===== src/rtl/overlay_pkg.sv =====
// Shared widths, the shadow box record and the 50 % blend helper for box_overlay.
package overlay_pkg;
    localparam int unsigned X_W   = 11;
    localparam int unsigned Y_W   = 10;
    localparam int unsigned C_W   = 8;
    localparam int unsigned RGB_W = 3 * C_W;

    typedef struct packed {
        logic             en;
        logic             fill;
        logic [X_W-1:0]   xs;
        logic [X_W-1:0]   xe;
        logic [Y_W-1:0]   ys;
        logic [Y_W-1:0]   ye;
        logic [RGB_W-1:0] color;
    } box_t;

    // Average of two channel values; the carry is kept so the sum never wraps.
    function automatic logic [C_W-1:0] blend50(input logic [C_W-1:0] a,
                                               input logic [C_W-1:0] b);
        logic [C_W:0] sum;
        sum = {1'b0, a} + {1'b0, b};
        return sum[C_W:1];
    endfunction
endpackage


===== src/rtl/box_hit.sv =====
// Combinational hit test of one shadow box against the current pixel coordinate.
module box_hit
    import overlay_pkg::*;
#(
    parameter int unsigned H_BOX_WIDTH = 2,
    parameter int unsigned V_BOX_WIDTH = 2
) (
    input  box_t           box,
    input  logic [X_W-1:0] x,
    input  logic [Y_W-1:0] y,
    output logic           inside_c,
    output logic           edge_c,
    output logic           blend_c
);
    localparam int unsigned XS_W = X_W + 1;
    localparam int unsigned YS_W = Y_W + 1;

    logic [XS_W-1:0] x_w;
    logic [XS_W-1:0] xs_w;
    logic [XS_W-1:0] xe_w;
    logic [YS_W-1:0] y_w;
    logic [YS_W-1:0] ys_w;
    logic [YS_W-1:0] ye_w;
    logic            in_box;
    logic            near_edge;
    logic            unused_color;

    assign x_w  = XS_W'(x);
    assign xs_w = XS_W'(box.xs);
    assign xe_w = XS_W'(box.xe);
    assign y_w  = YS_W'(y);
    assign ys_w = YS_W'(box.ys);
    assign ye_w = YS_W'(box.ye);

    // Inverted bounds can never satisfy both compares, so such boxes never hit.
    assign in_box = (box.xs <= x) && (x <= box.xe) && (box.ys <= y) && (y <= box.ye);

    // One extra bit on every sum keeps boxes touching the raster limit from wrapping.
    assign near_edge = (x_w < xs_w + XS_W'(H_BOX_WIDTH)) ||
                       (x_w + XS_W'(H_BOX_WIDTH) > xe_w) ||
                       (y_w < ys_w + YS_W'(V_BOX_WIDTH)) ||
                       (y_w + YS_W'(V_BOX_WIDTH) > ye_w);

    assign inside_c = box.en & in_box;
    assign edge_c   = inside_c & near_edge;
    assign blend_c  = inside_c & box.fill & ~near_edge;

    assign unused_color = ^box.color;
endmodule


===== src/rtl/box_overlay.sv =====
// Overlays up to N_BOX outline or blended-fill rectangles on the HDMI pixel stream, 2-cycle latency.
module box_overlay
    import overlay_pkg::*;
#(
    parameter int unsigned N_BOX       = 4,
    parameter int unsigned H_BOX_WIDTH = 2,
    parameter int unsigned V_BOX_WIDTH = 2
) (
    input  logic                   clk,
    input  logic                   rstn,
    input  logic                   i_hsync,
    input  logic                   i_vsync,
    input  logic                   i_de,
    input  logic [X_W-1:0]         i_x,
    input  logic [Y_W-1:0]         i_y,
    input  logic [C_W-1:0]         i_r,
    input  logic [C_W-1:0]         i_g,
    input  logic [C_W-1:0]         i_b,
    input  logic [N_BOX-1:0]       box_en,
    input  logic [N_BOX-1:0]       box_fill,
    input  logic [X_W*N_BOX-1:0]   start_xs,
    input  logic [X_W*N_BOX-1:0]   end_xs,
    input  logic [Y_W*N_BOX-1:0]   start_ys,
    input  logic [Y_W*N_BOX-1:0]   end_ys,
    input  logic [RGB_W*N_BOX-1:0] colors,
    output logic                   o_hsync,
    output logic                   o_vsync,
    output logic                   o_de,
    output logic [C_W-1:0]         o_r,
    output logic [C_W-1:0]         o_g,
    output logic [C_W-1:0]         o_b,
    output logic                   committed
);
    box_t             live_c [N_BOX];
    box_t             shadow [N_BOX];
    logic             vs_q;
    logic             armed;
    logic             load_c;
    logic [N_BOX-1:0] inside_c;
    logic [N_BOX-1:0] edge_c;
    logic [N_BOX-1:0] blend_c;
    logic [N_BOX-1:0] inside_q;
    logic [N_BOX-1:0] edge_q;
    logic [N_BOX-1:0] blend_q;
    logic             hs_q;
    logic             de_q;
    logic [RGB_W-1:0] pix_q;
    logic [RGB_W-1:0] pix_c;
    logic             owned_c;

    genvar k;
    generate
        for (k = 0; k < N_BOX; k++) begin : g_box
            assign live_c[k] = {box_en[k], box_fill[k],
                                start_xs[k*X_W +: X_W], end_xs[k*X_W +: X_W],
                                start_ys[k*Y_W +: Y_W], end_ys[k*Y_W +: Y_W],
                                colors[k*RGB_W +: RGB_W]};

            box_hit #(
                .H_BOX_WIDTH (H_BOX_WIDTH),
                .V_BOX_WIDTH (V_BOX_WIDTH)
            ) u_hit (
                .box      (shadow[k]),
                .x        (i_x),
                .y        (i_y),
                .inside_c (inside_c[k]),
                .edge_c   (edge_c[k]),
                .blend_c  (blend_c[k])
            );
        end
    endgenerate

    // armed stays low until vsync has been seen low, so a vsync held high out of reset never commits.
    assign load_c = i_vsync & ~vs_q & armed;

    // Shadow geometry: loaded only on the vsync rising edge so a frame never tears.
    always_ff @(posedge clk or negedge rstn) begin
        if (!rstn) begin
            for (int i = 0; i < N_BOX; i++) begin
                shadow[i] <= '0;
            end
            armed     <= 1'b0;
            committed <= 1'b0;
        end else begin
            if (load_c) begin
                for (int i = 0; i < N_BOX; i++) begin
                    shadow[i] <= live_c[i];
                end
            end
            armed     <= armed | ~i_vsync;
            committed <= load_c;
        end
    end

    // Stage 1: per-box hit flags and the delayed timing and pixel.
    always_ff @(posedge clk or negedge rstn) begin
        if (!rstn) begin
            inside_q <= '0;
            edge_q   <= '0;
            blend_q  <= '0;
            hs_q     <= 1'b0;
            vs_q     <= 1'b0;
            de_q     <= 1'b0;
            pix_q    <= '0;
        end else begin
            inside_q <= inside_c;
            edge_q   <= edge_c;
            blend_q  <= blend_c;
            hs_q     <= i_hsync;
            vs_q     <= i_vsync;
            de_q     <= i_de;
            pix_q    <= {i_r, i_g, i_b};
        end
    end

    // Stage 2 select: the lowest-index hitting box owns the pixel, even if it then passes it through.
    always_comb begin
        pix_c   = pix_q;
        owned_c = 1'b0;
        for (int i = 0; i < N_BOX; i++) begin
            if (!owned_c && inside_q[i]) begin
                owned_c = 1'b1;
                if (edge_q[i]) begin
                    pix_c = shadow[i].color;
                end else if (blend_q[i]) begin
                    pix_c = {blend50(pix_q[2*C_W +: C_W], shadow[i].color[2*C_W +: C_W]),
                             blend50(pix_q[C_W +: C_W],   shadow[i].color[C_W +: C_W]),
                             blend50(pix_q[0 +: C_W],     shadow[i].color[0 +: C_W])};
                end
            end
        end
        if (!de_q) begin
            pix_c = pix_q;
        end
    end

    always_ff @(posedge clk or negedge rstn) begin
        if (!rstn) begin
            o_hsync <= 1'b0;
            o_vsync <= 1'b0;
            o_de    <= 1'b0;
            o_r     <= '0;
            o_g     <= '0;
            o_b     <= '0;
        end else begin
            o_hsync <= hs_q;
            o_vsync <= vs_q;
            o_de    <= de_q;
            o_r     <= pix_c[2*C_W +: C_W];
            o_g     <= pix_c[C_W +: C_W];
            o_b     <= pix_c[0 +: C_W];
        end
    end
endmodule

===== config.mk =====
export PLATFORM = sky130hd
export DESIGN_NAME = box_overlay
export DESIGN_NICKNAME = d
export VERILOG_FILES = /design/src/rtl/overlay_pkg.sv /design/src/rtl/box_hit.sv /design/src/rtl/box_overlay.sv
export SDC_FILE = /design/constraint.sdc
export NUM_CORES = 1
export LEC_CHECK = 0
export BUFFER_PORTS_ARGS = -buffer_cell sky130_fd_sc_hd__buf_4
export CAP_MARGIN = 20
export CORE_MARGIN = 4
export CORE_UTILIZATION = 25
export DETAILED_ROUTE_END_ITERATION = 8
export PLACE_DENSITY = 0.38
export SETUP_SLACK_MARGIN = 0.4
export SLEW_MARGIN = 15
export SYNTH_ARGS = -nofsm -noshare
export SYNTH_HDL_FRONTEND = slang
export SYNTH_HIERARCHICAL = 1
export SYNTH_SLANG_ARGS = --single-unit

===== constraint.sdc =====
create_clock -name clk -period 6 [get_ports clk]
set_clock_uncertainty 0.1 [all_clocks]
set_input_delay 1.2 -clock clk [delete_from_list [all_inputs] [get_ports clk]]
set_output_delay 1.2 -clock clk [all_outputs]
set_load 0.01 [all_outputs]

==> impl_metrics.ini, run 1 <==
[final_layout]
fin_nets = 4456
fill_cells = 11860
syn2layout_area_growth_pct = 21.52
drive_gt1_frac = 0.1337
final_area_sq_mm = 0.03359

[synthesis]
synth.yosys.seq_area_share = 0.3078
ys_async_sr_fraction = 1.000
synthFlopType = dfrtp_1
syn_area_per_cell_sq_um = 8.200
syn_area_sq_mm = 0.02764
synth_cell_types = 97
synth_edf_count = 0
syn_inst = 3371
synth_top_area_cell = dfrtp_1
synthTopCellsByArea = dfrtp_1 (31%), ha_1 (19%), nand2_1 (13%), a21oi_1 (3.5%), inv_1 (3.0%)
syn-num-nets = 4133
synth_warnings = 6
ys_ff_latch = 340
yosysTopAreaCellShare = 0.3078

[critical_path]
cp-end-kind = flop
arrival_ns = 4.10
worst-path-max-fanout = 20
start_kind = primary input
cp.required_ns = 6.47
crit_top_cell = ha_1
worstPathCellList = buf_4 > ha_1 > nand3_1 > or3b_2 > xnor2_1 > ha_1 > a21o_1 > a21oi_1 > o21ai_0 > o31ai_1 > and4_1 > and3_1
worstSetupPathType = primary input to flop
worst_path_largest_cell_delay_ns = 0.48
slowest_stage = or3b_2

[cts]
cts_setup_buffers = 0
cts_buffers = 49
cts_resized = 0
clk_pin_slew_ns = 0.06
clock_latency_ns = 0.64
clockBufferDepth = 3
tritoncts = built
clock-sinks = 340
cts_hold_buf = 0
h-tree-depth = 2
root_buffer = clkbuf_16

[power_and_ir_drop]
clkPwrFrac = 0.358
p_int_uw = 5475
comb_power_share = 0.296
power_frac_seq = 0.346
irDropWorstVdd_uv = 187.5
p_switching_uw = 3013
p_leak_uw = 0.01642
p_sw_frac = 0.3550
power_density_mw_per_mm2 = 252.7

[worst_hold_path]
hp-class = flop to flop

[floorplanning]
ios = 350
start_util = 0.2529
die-area_sq_mm = 0.1160
fp.dieH_microns = 340.5
row_count = 121
die_x_microns = 340.5
core_area_sq_mm = 0.1093

[grt]
grt_start_max_net_pins = 161
grt-ovfl-total = 0
grt_first_pass_wirelength_microns = 165200
first_global_vias = 25620
antenna_found_initial = 5
grt_usage = 0.1867

[detailed_routing]
routed_wl_microns = 110000
drt-initial-drc-count = 1157
vias = 24890
drc = 0
avgRoutedWirePerCell_microns = 21.12
detail_route.vias_per_cell = 4.778
ant_nets = 0
first_pass_iters = 7

[timing]
fmax_mhz = 275.6
rsz0062_at_grt = false
drv_slew = 0
hold_viol_final = 0
holdWs_ns = 0.2453
max_slew.worst_pin.slew_ns = 1.038
finalCriticalPeriod_ns = 3.628
slew_headroom = 0.3039
final-setup-viol-count = 0
tns_ns = 0
fin_crit_sh = 0.6047

[placed_design]
port_buffers = 349
gp_congestion = 0.8438
hpwl_microns = 84730
postPlaceCellArea_sq_mm = 0.03193

[outcome]
outcome = complete, no violations

[job]
cap_viol_max_count = 0
[cells in the final DEF (no fill, tap or decap), types with 77 or more instances in the layout]
cell     netlist  routed
nand2_1      925     925
nand4_1       78      78
inv_1        220     219
xor2_1        77      77
buf_4          2     364
dfrtp_1      340     340
xnor2_1       90      90
a21oi_1      192     192
nor2_1       105     105
nand3_1      117     117
ha_1         428     428
o21ai_0      112     112
[worst max-delay path: cells and delay by family]
family / cells / cell delay, ns
xor+xnor: 1 / 0.14
buf+inv: 1 / 0.27
compound gates: 4 / 0.81
simple gates: 4 / 1.05
fa+ha+maj: 2 / 0.59
[flip-flops by register name (all words and copies together) (netlist names)]
| name | flops |
|---|---|
| armed | 1 |
| o_r | 8 |
| edge_q | 4 |
| o_vsync | 1 |
| committed | 1 |
| blend_q | 4 |
| vs_q | 1 |
| shadow | 272 |
| o_hsync | 1 |
| pix_q | 24 |
| o_b | 8 |
| de_q | 1 |
| inside_q | 4 |
| o_de | 1 |
| hs_q | 1 |
| o_g | 8 |
[cells in the mapped netlist (all sizes together), types with 18 or more instances]
library cell	instances
inv	221
nand3	117
o21ai	125
buf	22
o21a	21
nand4	78
xnor2	90
nand2	927
a21o	44
nor3	45
o211ai	31
a211oi	44
nor2b	34
nor4	18
a21oi	193
and3	37
clkbuf	76
nor2	106
dfrtp	340
ha	428
xor2	77
[power by group through the flow]
stage,Sequential (uW),Clock (uW),Combinational [uW]
after global routing,2980,3250,2880
final,2940,3040,2510
after floorplan,2810,0,1670
after CTS,2950,3180,2540
after detailed placement,2980,0,2530
after global placement,2980,0,2530
[through the flow]
step | util | setup WS [ns] | power (uW) | instances
global route | 0.3073 | 2.220 | 9109 | 5207
global placement | 0.2921 | 1.775 | 5517 | 5119
CTS | 0.3073 | 2.416 | 8667 | 5207
finish | 0.3073 | 2.372 | 8488 | 5209
floorplan | - | 2.548 | 4478 | 3371
detailed placement | 0.2921 | 1.720 | 5510 | 5119
[cell families after synthesis]
kind of cell / share of synthesized area
adders and majority gates: 0.2024
and+or+nand+nor: 0.2340
AOI/OAI and AO/OA: 0.1524
muxes: 0.005160
xor gates and xnor gates: 0.05292
DFF: 0.3078
buffers and inverters: 0.04531
[area by class of cell]
cell class | instances | area [sq um] | area share
Timing Repair Buffer | 370 | 2848 | 0.08478
Clock inverter | 20 | 219.0 | 0.006518
Multi-Input combinational cell | 2711 | 17880 | 0.5324
Tap cell | 1476 | 1847 | 0.05498
Sequential cell | 340 | 8508 | 0.2533
Inverter | 222 | 840.8 | 0.02503
Antenna cell | 2 | 5.005 | 0.0001490
Clock buffer | 68 | 1440 | 0.04287
[layer usage]
metal / vias to the layer above / share of wire / global-route usage
li1: 12460 / - / -
met1: 11780 / 0.45 / 0.2425
met2: 490 / 0.48 / 0.3206
met3: 147 / 0.041 / 0.02756
met4: 6 / 0.030 / 0.05576
met5: - / 0.00037 / 0
[final timing paths]
path / slack [ns] / start / cells after the start / endpoint
max in group asynchronous: 4.16 / rstn / 2 / pix_q[11]
hold reg to reg: 0.25 / hs_q / 0 / o_hsync
hold / removal: 0.25 / hs_q / 0 / o_hsync
setup reg to reg: 2.54 / pix_q[8] / 9 / o_g[7]
setup / recovery: 2.37 / i_x[2] / 12 / blend_q[3]
min in group asynchronous: 0.48 / rstn / 1 / shadow[15]
Note: power is estimated with default switching activity, not from simulation.
==> inputs of run 2 (changes only) <==
Settings changed: ABC_AREA set to 1, PLACE_DENSITY 0.38 to 0.39.
Clock period 6 ns to 3.2 ns, I/O delays scaled along.
==> impl_metrics.ini, run 2 <==
[timing]
slew_headroom = 0.5330
tns_ns = 0
fin_ws_ns = 0.6168
fin_crit_sh = 0.8072
finalCriticalPeriod_ns = 2.583
hold_viol_final = 0
drv_slew = 0
final-setup-viol-count = 0
rsz0062_at_grt = false
fmax_mhz = 387.1
max_slew.worst_pin.slew_ns = 0.7005

[synthesis]
synthTopCellsByCount = nand2_1 (1593), inv_1 (460), ha_1 (428), dfrtp_1 (340), a21oi_1 (251)
syn_area_per_cell_sq_um = 7.028
syn-num-nets = 4902
synth_warnings = 6
synth_compound_area_frac = 0.09977
synthFlopType = dfrtp_1
ys_ff_latch = 340
synthSimpleGateAreaFrac = 0.3032
synth_cell_types = 57
ys_async_sr_fraction = 1.000
synth-xor-area-share = 0.03642
synth_edf_count = 0
syn_inst = 4140
yosysTopAreaCellShare = 0.2924
synthAdderAreaFrac = 0.1923
syn_area_sq_mm = 0.02910
synthTopCellsByArea = dfrtp_1 (29%), nand2_1 (21%), ha_1 (18%), inv_1 (5.9%), a21oi_1 (4.3%)
synth_top_area_cell = dfrtp_1
synth.area.mux_share = 0
synth.yosys.seq_area_share = 0.2924
yosys.cell_count.top_type = nand2_1
synth_top_family_by_area = simple AND/OR/NAND/NOR gates

[grt]
grt-ovfl-total = 0
grt_usage = 0.1803
grt_first_pass_wirelength_microns = 168800
grt_start_max_net_pins = 86
first_global_vias = 27700
antenna_found_initial = 8

[critical_path]
cp-end-kind = flop
start_kind = flop
arrival_ns = 2.97
worst-r2r-cell-count = 16
worstSetupPathType = flop to flop
cp.required_ns = 3.58
worst-path-max-fanout = 5

[placed_design]
port_buffers = 349
postPlaceCellArea_sq_mm = 0.03410
gp_congestion = 0.8591
hpwl_microns = 89610
post-place-ws_ns = 0.1364

[floorplanning]
die_x_microns = 349.1
fp.dieH_microns = 349.1
start_util = 0.2531
core_area_sq_mm = 0.1150
row_count = 124
ios = 350
die-area_sq_mm = 0.1219

[outcome]
outcome = complete, no violations

[cts]
cts_buffers = 45
clock-sinks = 340
tritoncts = built
h-tree-depth = 2
clockBufferDepth = 3
root_buffer = clkbuf_16
clock_latency_ns = 0.61
clk_pin_slew_ns = 0.06
cts_setup_buffers = 0

[detailed_routing]
drt-initial-drc-count = 1235
first_pass_iters = 5
avgRoutedWirePerCell_microns = 18.15
drc = 0
routed_wl_microns = 111100
detail_route.vias_per_cell = 4.489
vias = 27470
ant_nets = 0

[power_and_ir_drop]
p_leak_uw = 0.01930
fin_total_pwr_uw = 15490
power_density_mw_per_mm2 = 431.4
irDropWorstVdd_uv = 321.8

[final_layout]
layout_common_cells = nand2_1 (1593), inv_1 (459), buf_4 (437)
final_area_sq_mm = 0.03590
fin_util = 0.3122
top_regs = shadow x272, pix_q x24
fin_nets = 5332
drive_gt1_frac = 0.1343
largest_register_ffs = 272
layout_commonest_cell = nand2_1
syn2layout_area_growth_pct = 23.37
largest_register = shadow

[worst_hold_path]
holdPathStages = 1
hp-class = primary input to flop

[job]
cap_viol_max_count = 0
run 2: report_power, final:
group / internal, uW / switching (uW) / total [uW]
Clock: 3090 / 2110 / 5190
Sequential: 4790 / 608 / 5400
Combinational: 1970 / 2920 / 4890
run 2: final timing paths:
| kind | to | slack, ns | from |
|---|---|---|---|
| setup / recovery | o_g[3] | 0.62 | pix_q[8] |
| hold / removal | pix_q[7] | 0.05 | i_b[7] |
| setup reg to reg | o_g[3] | 0.62 | pix_q[8] |
| hold reg to reg | o_hsync | 0.25 | hs_q |
| max in group asynchronous | pix_q[8] | 1.77 | rstn |
| min in group asynchronous | pix_q[18] | 0.41 | rstn |
run 2: logic make-up after synthesis:
kind of cell	count (synthesis)
flops	340
xor+xnor	121
compound gates	519
simple gates	2152
fa+ha+maj	440
buf+inv	568
run 2: final cells by class:
type,instances,area (sq um)
fillers,12720,79070
flip-flops and latches,340,8513
repair buffers,476,3786
diodes,4,10.01
clock inverters,13,106.4
inverters,475,1795
well taps,1512,1892
multi-input cells,3232,18400
clock buffers,66,1398
run 2: metrics by stage:
| stage | hold slack [ns] | std cells |
|---|---|---|
| 2_1_floorplan | 0.2312 | 4140 |
| 3_3_place_gp | 0.2324 | 6008 |
| 3_5_place_dp | 0.2451 | 6008 |
| 4_1_cts | 0.002110 | 6114 |
| 5_1_grt | 0.01947 | 6114 |
| 6_report | 0.05295 | 6118 |
run 2: worst max-delay path, cell delays in order (launching register included):
cell and delay [ns]:
dfrtp_2 0.49, nand2_1 0.14, inv_1 0.06, fa_1 0.40
nand3_1 0.09, nand2_1 0.10, xor2_1 0.15, nor2_1 0.08
o21ai_0 0.12, nand2_1 0.09, nand2_1 0.08, o21ai_1 0.13
nand3_1 0.11, nand2_1 0.07, inv_1 0.04, o21ai_1 0.10
nand2_1 0.10
run 2: layer usage:
| layer | GRT usage | vias to the layer above | share of wire |
|---|---|---|---|
| li1 | - | 14180 | - |
| met1 | 0.2371 | 12670 | 0.46 |
| met2 | 0.3054 | 486 | 0.46 |
| met3 | 0.03181 | 116 | 0.048 |
| met4 | 0.04678 | 6 | 0.025 |
| met5 | 0 | - | 0.00031 |
run 2: repair_timing:
item / CTS / global route
resized for setup: 0 / 10
setup endpoints to repair: 0 / 9
hold buffers: 27 / 0
endpoints found under the hold margin: 47 / 0
